**src/rtl/fetch_stage_if.sv**
```systemverilog
// Instruction-memory request/response bus between the fetch stage and imem.
interface fetch_stage_if #(
   parameter int unsigned ADDR_W  = 32,
   parameter int unsigned INSTR_W = 32
);
   logic               imem_req;
   logic [ADDR_W-1:0]  imem_addr;
   logic               imem_valid;
   logic [INSTR_W-1:0] imem_rdata;

   modport master (output imem_req, output imem_addr, input imem_valid, input imem_rdata);
   modport slave  (input imem_req, input imem_addr, output imem_valid, output imem_rdata);
endinterface

```
**src/rtl/fetch_stage.sv**
```systemverilog
// Instruction fetch with one outstanding imem request, a one-entry hold buffer
// for returns during freeze, and the IF/ID pipeline register.
module fetch_stage #(
   parameter int unsigned          ADDR_W   = 32,
   parameter int unsigned          INSTR_W  = 32,
   parameter logic [ADDR_W-1:0]    RESET_PC = '0
) (
   input  logic                clk,
   input  logic                rst,
   input  logic                freeze,
   input  logic                branch_taken,
   input  logic [ADDR_W-1:0]   branch_addr,
   fetch_stage_if.master       imem,
   output logic [ADDR_W-1:0]   id_pc,
   output logic [INSTR_W-1:0]  id_instr,
   output logic                id_valid
);

   typedef enum logic [1:0] {S_REQ, S_WAIT, S_HOLD} state_t;

   state_t              state_q, state_d;
   logic [ADDR_W-1:0]   pc_q, pc_d;
   logic [ADDR_W-1:0]   redirect_q, redirect_d;
   logic                discard_q, discard_d;
   logic [INSTR_W-1:0]  hold_q, hold_d;
   logic [ADDR_W-1:0]   id_pc_q, id_pc_d;
   logic [INSTR_W-1:0]  id_instr_q, id_instr_d;
   logic                id_valid_q, id_valid_d;
   logic                req_raw;
   logic [ADDR_W-1:0]   pc_plus4;

   assign pc_plus4       = pc_q + ADDR_W'(4);
   assign imem.imem_req  = req_raw & ~rst;
   assign imem.imem_addr = pc_q;
   assign id_pc          = id_pc_q;
   assign id_instr       = id_instr_q;
   assign id_valid       = id_valid_q;

   always_ff @(posedge clk) begin
      if (rst) begin
         state_q    <= S_REQ;
         pc_q       <= RESET_PC;
         redirect_q <= '0;
         discard_q  <= 1'b0;
         hold_q     <= '0;
         id_pc_q    <= '0;
         id_instr_q <= '0;
         id_valid_q <= 1'b0;
      end else begin
         state_q    <= state_d;
         pc_q       <= pc_d;
         redirect_q <= redirect_d;
         discard_q  <= discard_d;
         hold_q     <= hold_d;
         id_pc_q    <= id_pc_d;
         id_instr_q <= id_instr_d;
         id_valid_q <= id_valid_d;
      end
   end

   always_comb begin
      state_d    = state_q;
      pc_d       = pc_q;
      redirect_d = redirect_q;
      discard_d  = discard_q;
      hold_d     = hold_q;
      id_pc_d    = id_pc_q;
      id_instr_d = id_instr_q;
      id_valid_d = id_valid_q;
      req_raw    = 1'b0;

      // No new instruction: freeze holds IF/ID, otherwise insert a bubble.
      // A taken branch flushes regardless of freeze.
      if (branch_taken || !freeze) begin
         id_valid_d = 1'b0;
         id_instr_d = '0;
      end

      unique case (state_q)
         S_REQ: begin
            if (branch_taken) begin
               pc_d = branch_addr;
            end else begin
               req_raw = 1'b1;
               state_d = S_WAIT;
            end
         end
         S_WAIT: begin
            if (branch_taken) begin
               if (imem.imem_valid) begin
                  pc_d      = branch_addr;
                  discard_d = 1'b0;
                  state_d   = S_REQ;
               end else begin
                  // Request still in flight: remember where to go once it lands.
                  discard_d  = 1'b1;
                  redirect_d = branch_addr;
               end
            end else if (imem.imem_valid) begin
               if (discard_q) begin
                  pc_d      = redirect_q;
                  discard_d = 1'b0;
                  state_d   = S_REQ;
               end else if (freeze) begin
                  hold_d  = imem.imem_rdata;
                  state_d = S_HOLD;
               end else begin
                  id_pc_d    = pc_plus4;
                  id_instr_d = imem.imem_rdata;
                  id_valid_d = 1'b1;
                  pc_d       = pc_plus4;
                  state_d    = S_REQ;
               end
            end
         end
         S_HOLD: begin
            if (branch_taken) begin
               pc_d    = branch_addr;
               hold_d  = '0;
               state_d = S_REQ;
            end else if (!freeze) begin
               id_pc_d    = pc_plus4;
               id_instr_d = hold_q;
               id_valid_d = 1'b1;
               pc_d       = pc_plus4;
               state_d    = S_REQ;
            end
         end
         default: state_d = S_REQ;
      endcase
   end

endmodule

```
**src/flat_wrapper.sv**
```systemverilog
// flat-port wrapper written by rule: the top's interface ports become plain ports
module fetch_stage_flat 
#(
   parameter int unsigned          ADDR_W   = 32,
   parameter int unsigned          INSTR_W  = 32,
   parameter logic [ADDR_W-1:0]    RESET_PC = '0
)
  (clk, rst, freeze, branch_taken, branch_addr, id_pc, id_instr, id_valid, imem_imem_req, imem_imem_addr, imem_imem_valid, imem_imem_rdata);
  fetch_stage_if #(.ADDR_W(ADDR_W), .INSTR_W(INSTR_W)) imem_i ();
  input  logic clk;
  input  logic rst;
  input  logic freeze;
  input  logic branch_taken;
  input  logic [ADDR_W-1:0] branch_addr;
  output logic [ADDR_W-1:0] id_pc;
  output logic [INSTR_W-1:0] id_instr;
  output logic id_valid;
  output wire logic [$bits(imem_i.imem_req)-1:0] imem_imem_req;
  output wire logic [$bits(imem_i.imem_addr)-1:0] imem_imem_addr;
  input wire logic [$bits(imem_i.imem_valid)-1:0] imem_imem_valid;
  input wire logic [$bits(imem_i.imem_rdata)-1:0] imem_imem_rdata;
  assign imem_imem_req = imem_i.imem_req;
  assign imem_imem_addr = imem_i.imem_addr;
  assign imem_i.imem_valid = imem_imem_valid;
  assign imem_i.imem_rdata = imem_imem_rdata;
  fetch_stage #(.ADDR_W(ADDR_W), .INSTR_W(INSTR_W), .RESET_PC(RESET_PC)) u_core (.clk(clk), .rst(rst), .freeze(freeze), .branch_taken(branch_taken), .branch_addr(branch_addr), .imem(imem_i), .id_pc(id_pc), .id_instr(id_instr), .id_valid(id_valid));
endmodule
```
**config.mk**
```make
export PLATFORM = sky130hd
export DESIGN_NAME = fetch_stage_flat
export DESIGN_NICKNAME = d
export VERILOG_FILES = /design/src/rtl/fetch_stage_if.sv /design/src/rtl/fetch_stage.sv /design/src/flat_wrapper.sv
export SDC_FILE = /design/constraint.sdc
export NUM_CORES = 1
export LEC_CHECK = 0
export ABC_AREA = 1
export ABC_CLOCK_PERIOD_IN_PS = 1800
export BUFFER_PORTS_ARGS = -buffer_cell sky130_fd_sc_hd__buf_2
export CAP_MARGIN = 20
export CORE_UTILIZATION = 25
export DETAILED_ROUTE_END_ITERATION = 10
export PLACE_DENSITY = 0.54
export SLEW_MARGIN = 10
export SYNTH_ARGS = -nofsm -noshare
export SYNTH_HDL_FRONTEND = slang
export SYNTH_SLANG_ARGS = --single-unit
```
**constraint.sdc**
```tcl
create_clock -name clk -period 1.8 [get_ports clk]
set_input_delay 0.09 -clock clk [delete_from_list [all_inputs] [get_ports clk]]
set_output_delay 0.09 -clock clk [all_outputs]
set_load 0.01 [all_outputs]
```
# --- After elaboration in Yosys (flattened, before gate mapping) ---
# Index checks and enable logic that the tools add are counted.
word_totals:
  regBits: 164
  elab_cells: 84
  inputBits: 69
  output_inout_bits: 98
op_classes:
  n_addsub: 1
  eq_ne: 11
  reduce_logical: 12
  bitwise_logic: 3
  n_mux: 49
ops:
  columns: ["cell", "n"]
  rows:
  - ["$mux W32", 24]
  - ["$pmux W32 S2", 3]
  - ["$pmux W32 S3", 1]
  - ["$add A32 B3 Y32 const B", 1]
  - ["$mux W2", 8]
  - ["$ne A2 B2 Y1 const B", 8]
  - ["$mux W1", 11]
  - ["$reduce_and A3 Y1", 3]
  - ["$pmux W2 S3", 1]
  - ["$reduce_and A6 Y1", 1]
  - ["$reduce_and A5 Y1", 1]
  - ["$reduce_bool A2 Y1", 2]
  - ["$ne A3 B3 Y1 const B", 1]
  - ["$reduce_bool A3 Y1", 1]
  - ["$eq A2 B1 Y1 const B", 1]
  - ["$eq A2 B2 Y1 const B", 1]
  - ["$logic_not A2 Y1", 1]
  - ["$not A1 Y1", 2]
  - ["$pmux W1 S2", 1]
  - ["$reduce_and A2 Y1", 1]
  - ["$and A1 B1 Y1", 1]
  - ["$logic_not A1 Y1", 1]
  - ["$logic_or A1 B1 Y1", 1]

# --- Logic depth before layout (Yosys ltp) ---
depth:
  ltp_word: 8
  mapped_depth: 14

# --- Least setup slack after synthesis ---
# No wires, ideal clock.
synth_path:
  path_type: "register -> register"
  from: "register u_core.state_q[0]"
  to: "register u_core.hold_q[21]"
  path_stages_with_launch: 9
  synth_period_minus_slack_ps: 1846
  slack_ps: -46
  path_buffers: 1
  t_arrival_ps: 1703
  path_cell_list: "dfxtp_1 > inv_1 > ha_1 > inv_2 > a2111oi_4 > nand2_2 > buf_2 > a21oi_1 > a211oi_2"
synth_via:
  elab_chain_len: 3
  word_cells_on_any_way: 10
  cone_classes: "7 x eq/ne; 1 x mux; 2 x reduce/logical"
synth_lines:
  columns: ["element", "line", "source"]
  rows:
  - ["start, declared", "fetch_stage.sv:21", "state_t state_q, state_d;"]
  - ["start signal, assigned", "fetch_stage.sv:50", "state_q <= state_d;"]
  - ["$eq A2 B2 Y1 / $eq A2 B1 Y1 (equally long branches)", "fetch_stage.sv:79", "unique case (state_q)"]
  - ["$ne A2 B2 Y1 (no line) / $reduce_bool A2 Y1 (equally long branches)", null, null]
  - ["$reduce_and A6 Y1 (no line)", null, null]
  - ["end signal, assigned", "fetch_stage.sv:54", "hold_q <= hold_d;"]
  - ["end, declared", "fetch_stage.sv:25", "logic [INSTR_W-1:0] hold_q, hold_d;"]
# Parallel ways exist; a longest one is shown, timed or not.
# A chain may end at the register's enable or synchronous reset.

# --- Worst setup path after layout ---
layout_path:
  from: "register u_core.state_q[0]"
  to: "register u_core.hold_q[4]"
# The elaborated chain is that of the path after synthesis.

==> flow_summary.json <==
{
  "status": "finished with violations",
  "violations": "setup timing",
  "cts_tree": "done",
  "ys_dominant_reg_cell": "dfxtp_1",
  "place.gp.congestion": 0.935,
  "grt_pass1_wl_mm": 50.0,
  "min_path_type": "input pin to flip-flop",
  "coreArea_um2": 34500,
  "finalWorstSetupSlack_ps": -47.8,
  "place_ws_ps": -85.3,
  "irDropWorstVdd_uv": 1040,
  "synth-compound-area-share_pct": 23.9,
  "nFillCells": 3583,
  "max_freq_ghz": 0.541,
  "crit_path_start_kind": "flip-flop",
  "synth-simple-area-share_pct": 25.9,
  "syn_area_um2": 8750,
  "yosys_warnings": 0,
  "arrival_ps": 2230,
  "tns_ps": -566,
  "die_w_um": 189,
  "crit_required_ps": 2180,
  "grt_overflow_total": 0,
  "syn_to_final_growth_pct": 46.2,
  "fp.dieArea_um2": 35800,
  "start_util_pct": 25.4,
  "yosysUniqueCellTypes": 47,
  "clk-insertion-delay-late_ps": 450,
  "dpl.hpwl_mm": 22.1,
  "portBuffers": 166,
  "final_max_slew_viol_count": 0,
  "antenna_found_initial": 5,
  "finalCriticalPeriod_ps": 1850,
  "cts_buffers": 17,
  "setup_viol": 24,
  "drc": 0,
  "grt_max_degree": 66,
  "synthAdderAreaFrac_pct": 0.715,
  "clockBufferDepth": 2,
  "die_h_um": 189,
  "ioPinCount": 167,
  "hold_violations": 0,
  "synth-edff-count": 0,
  "viasPerCell": 4.78,
  "grt_pass1_vias": 8946,
  "synth_top_family_by_area": "simple AND/OR/NAND/NOR gates",
  "cts_sinks": 164,
  "finalCritPeriodShare_pct": 103,
  "syn-mean-instance-area_um2": 6.95,
  "drtAntennaViolNets": 0,
  "final_core_utilization_pct": 37.1,
  "vias": 9696,
  "met1_usage_pct": 24.3,
  "use_met2_pct": 27.8,
  "power.leakage_nw": 5.33,
  "grtUsageMet3_pct": 4.21,
  "grt_util_all_layers_pct": 17.9,
  "clk_pin_slew_ps": 70,
  "root_buffer": "clkbuf_16",
  "dr.pass1.iters": 5,
  "cts_max_level": 4,
  "relSlewSlack_pct": 61.6,
  "rsz0062_at_grt": "true",
  "worstSetupPathType": "flip-flop to flip-flop",
  "drive_above_1_share_pct": 30.2,
  "cp_max_fo": 5,
  "drt_iter0_drc": 729,
  "rrSetupSlack_ps": -50,
  "power_mw": 16.9,
  "critPathCaptureType": "flip-flop",
  "row_count": 68,
  "grt_busiest_layer": "met2",
  "drv_cap": 0,
  "power.density_nw_per_um2": 1320,
  "tightest_slew_ps": 574,
  "wirelength_mm": 32.2,
  "async_flop_share_pct": 0,
  "syn_nets": 1333,
  "synth_mux_area_share_pct": 0.114,
  "synthCells": 1259,
  "wire_per_inst_um": 15.9,
  "yosys_register_bits": 164,
  "ys_seq_area_share_pct": 37.5,
  "final_nets": 1633,
  "clock_skew_ps": 12.7,
  "synth-xor-area-share_pct": 1.49,
  "whs_ps": 24.9
}
==> registers in the layout (all words and copies together) (netlist names) <==
register	cells
u_core.discard_q	1
u_core.hold_q	32
u_core.id_instr	32
u_core.id_pc	32
u_core.id_valid	1
u_core.imem.imem_addr	32
u_core.redirect_q	32
u_core.state_q	2
==> layer usage <==
layer | up-vias | share of wire [%] | wire length, um
li1 | 4800 | - | -
met1 | 4517 | 47 | 15000
met2 | 331 | 45 | 14400
met3 | 42 | 7.0 | 2250
met4 | 6 | 1.8 | 575
met5 | - | 0.11 | 36
==> logic make-up after synthesis <==
| kind of cell | after synthesis |
|---|---|
| buffers and inverters | 210 |
| AND/OR/NAND/NOR | 534 |
| flip-flops | 164 |
| multiplexers | 1 |
| XOR/XNOR | 14 |
| AO/OA/AOI/OAI | 331 |
| adder cells (fa/ha/maj) | 5 |
==> what timing repair did <==
item | 4_1_cts | 5_1_grt
hold buffers | 64 | 0
endpoints found under the setup margin | 86 | 132
gates resized for setup | 43 | 81
buffers inserted | 5 | 12
hold endpoints to repair | 68 | 0
cloned | 4 | 2
pin swaps | 11 | 28
==> synth_stat cells, types with 3 or more instances <==
cell | instances | area, um2
o21ai_1 | 6 | 30.0
a21oi_2 | 6 | 52.6
clkbuf_1 | 36 | 135
a21oi_1 | 134 | 671
o211ai_1 | 13 | 97.6
buf_1 | 6 | 22.5
buf_2 | 26 | 130
dfxtp_1 | 164 | 3280
nand3_1 | 66 | 330
inv_2 | 9 | 33.8
nor2_4 | 8 | 90.1
a32o_1 | 19 | 190
ha_1 | 5 | 62.6
o221ai_1 | 5 | 43.8
xor2_1 | 10 | 87.6
a221oi_1 | 27 | 236
nand2_1 | 315 | 1180
nor2_1 | 114 | 428
inv_1 | 117 | 439
xnor2_1 | 3 | 26.3
nand3b_1 | 3 | 22.5
buf_4 | 9 | 67.6
nor3_1 | 4 | 20.0
o22ai_1 | 21 | 131
buf_6 | 6 | 67.6
a211oi_2 | 12 | 150
nand2_2 | 6 | 37.5
nor2_2 | 8 | 50.1
o21ai_0 | 77 | 385
==> through the flow <==
step	instance area, um2	instances
after floorplan	8780	1259
after global placement	10800	1908
after detailed placement	10800	1908
after CTS	12400	2013
after global routing	12800	2027
final	12800	2029
==> worst paths after layout <==
kind / from / to / cells past startpoint
setup / recovery: u_core.state_q[0] / u_core.hold_q[4] / 10
hold / removal: branch_addr[12] / u_core.imem.imem_addr[12] / 5
setup reg to reg: u_core.state_q[0] / u_core.hold_q[4] / 10
hold reg to reg: u_core.redirect_q[1] / u_core.redirect_q[1] / 2
==> layout by cell type, fill, tap and decap left out, drive strengths merged <==
master,netlist,final
o221ai,5,5
xnor2,4,4
o21bai,2,2
a32o,19,19
a31oi,2,2
o21ai,84,84
nand3,68,68
diode,0,2
inv,126,129
clkinv,0,6
bufinv,0,3
clkbuf,36,21
nand4,3,3
clkinvlp,0,1
mux2i,1,1
nor2,130,130
and2,1,1
dlygate4sd3,0,64
a221oi,27,27
o2111ai,2,2
o21a,1,1
dfxtp,164,164
buf,47,299
a21oi,140,140
nor3,5,5
o22ai,21,21
nand3b,3,3
o211ai,13,13
a211oi,14,14
xor2,10,10
a2111oi,1,1
nand2,324,324
ha,5,5
==> critical path: stages (launching register included) <==
cell,delay [ps]
dfxtp_4,380
inv_4,50
ha_4,270
inv_4,50
a2111oi_4,320
nand2_2,150
inv_4,100
buf_6,120
buf_12,120
nand3_1,80
a21oi_1,150
==> area by class of cell <==
type	count	area (um2)	area share [%]
sequential	164	3310	25.9
inverter	126	488	3.81
multi-input combinational	885	4920	38.5
timing repair buffer	365	2880	22.5
clock buffer	19	453	3.54
antenna	2	5.00	0.0391
clock inverter	13	169	1.32
tap	455	569	4.45
==> power breakdown <==
group | internal (mW) | switching, mW | total (mW)
sequential | 4.46 | 0.560 | 5.02
clock | 2.28 | 1.69 | 3.96
combinational | 3.52 | 4.39 | 7.91
Note: power is estimated with default switching activity, not from simulation.
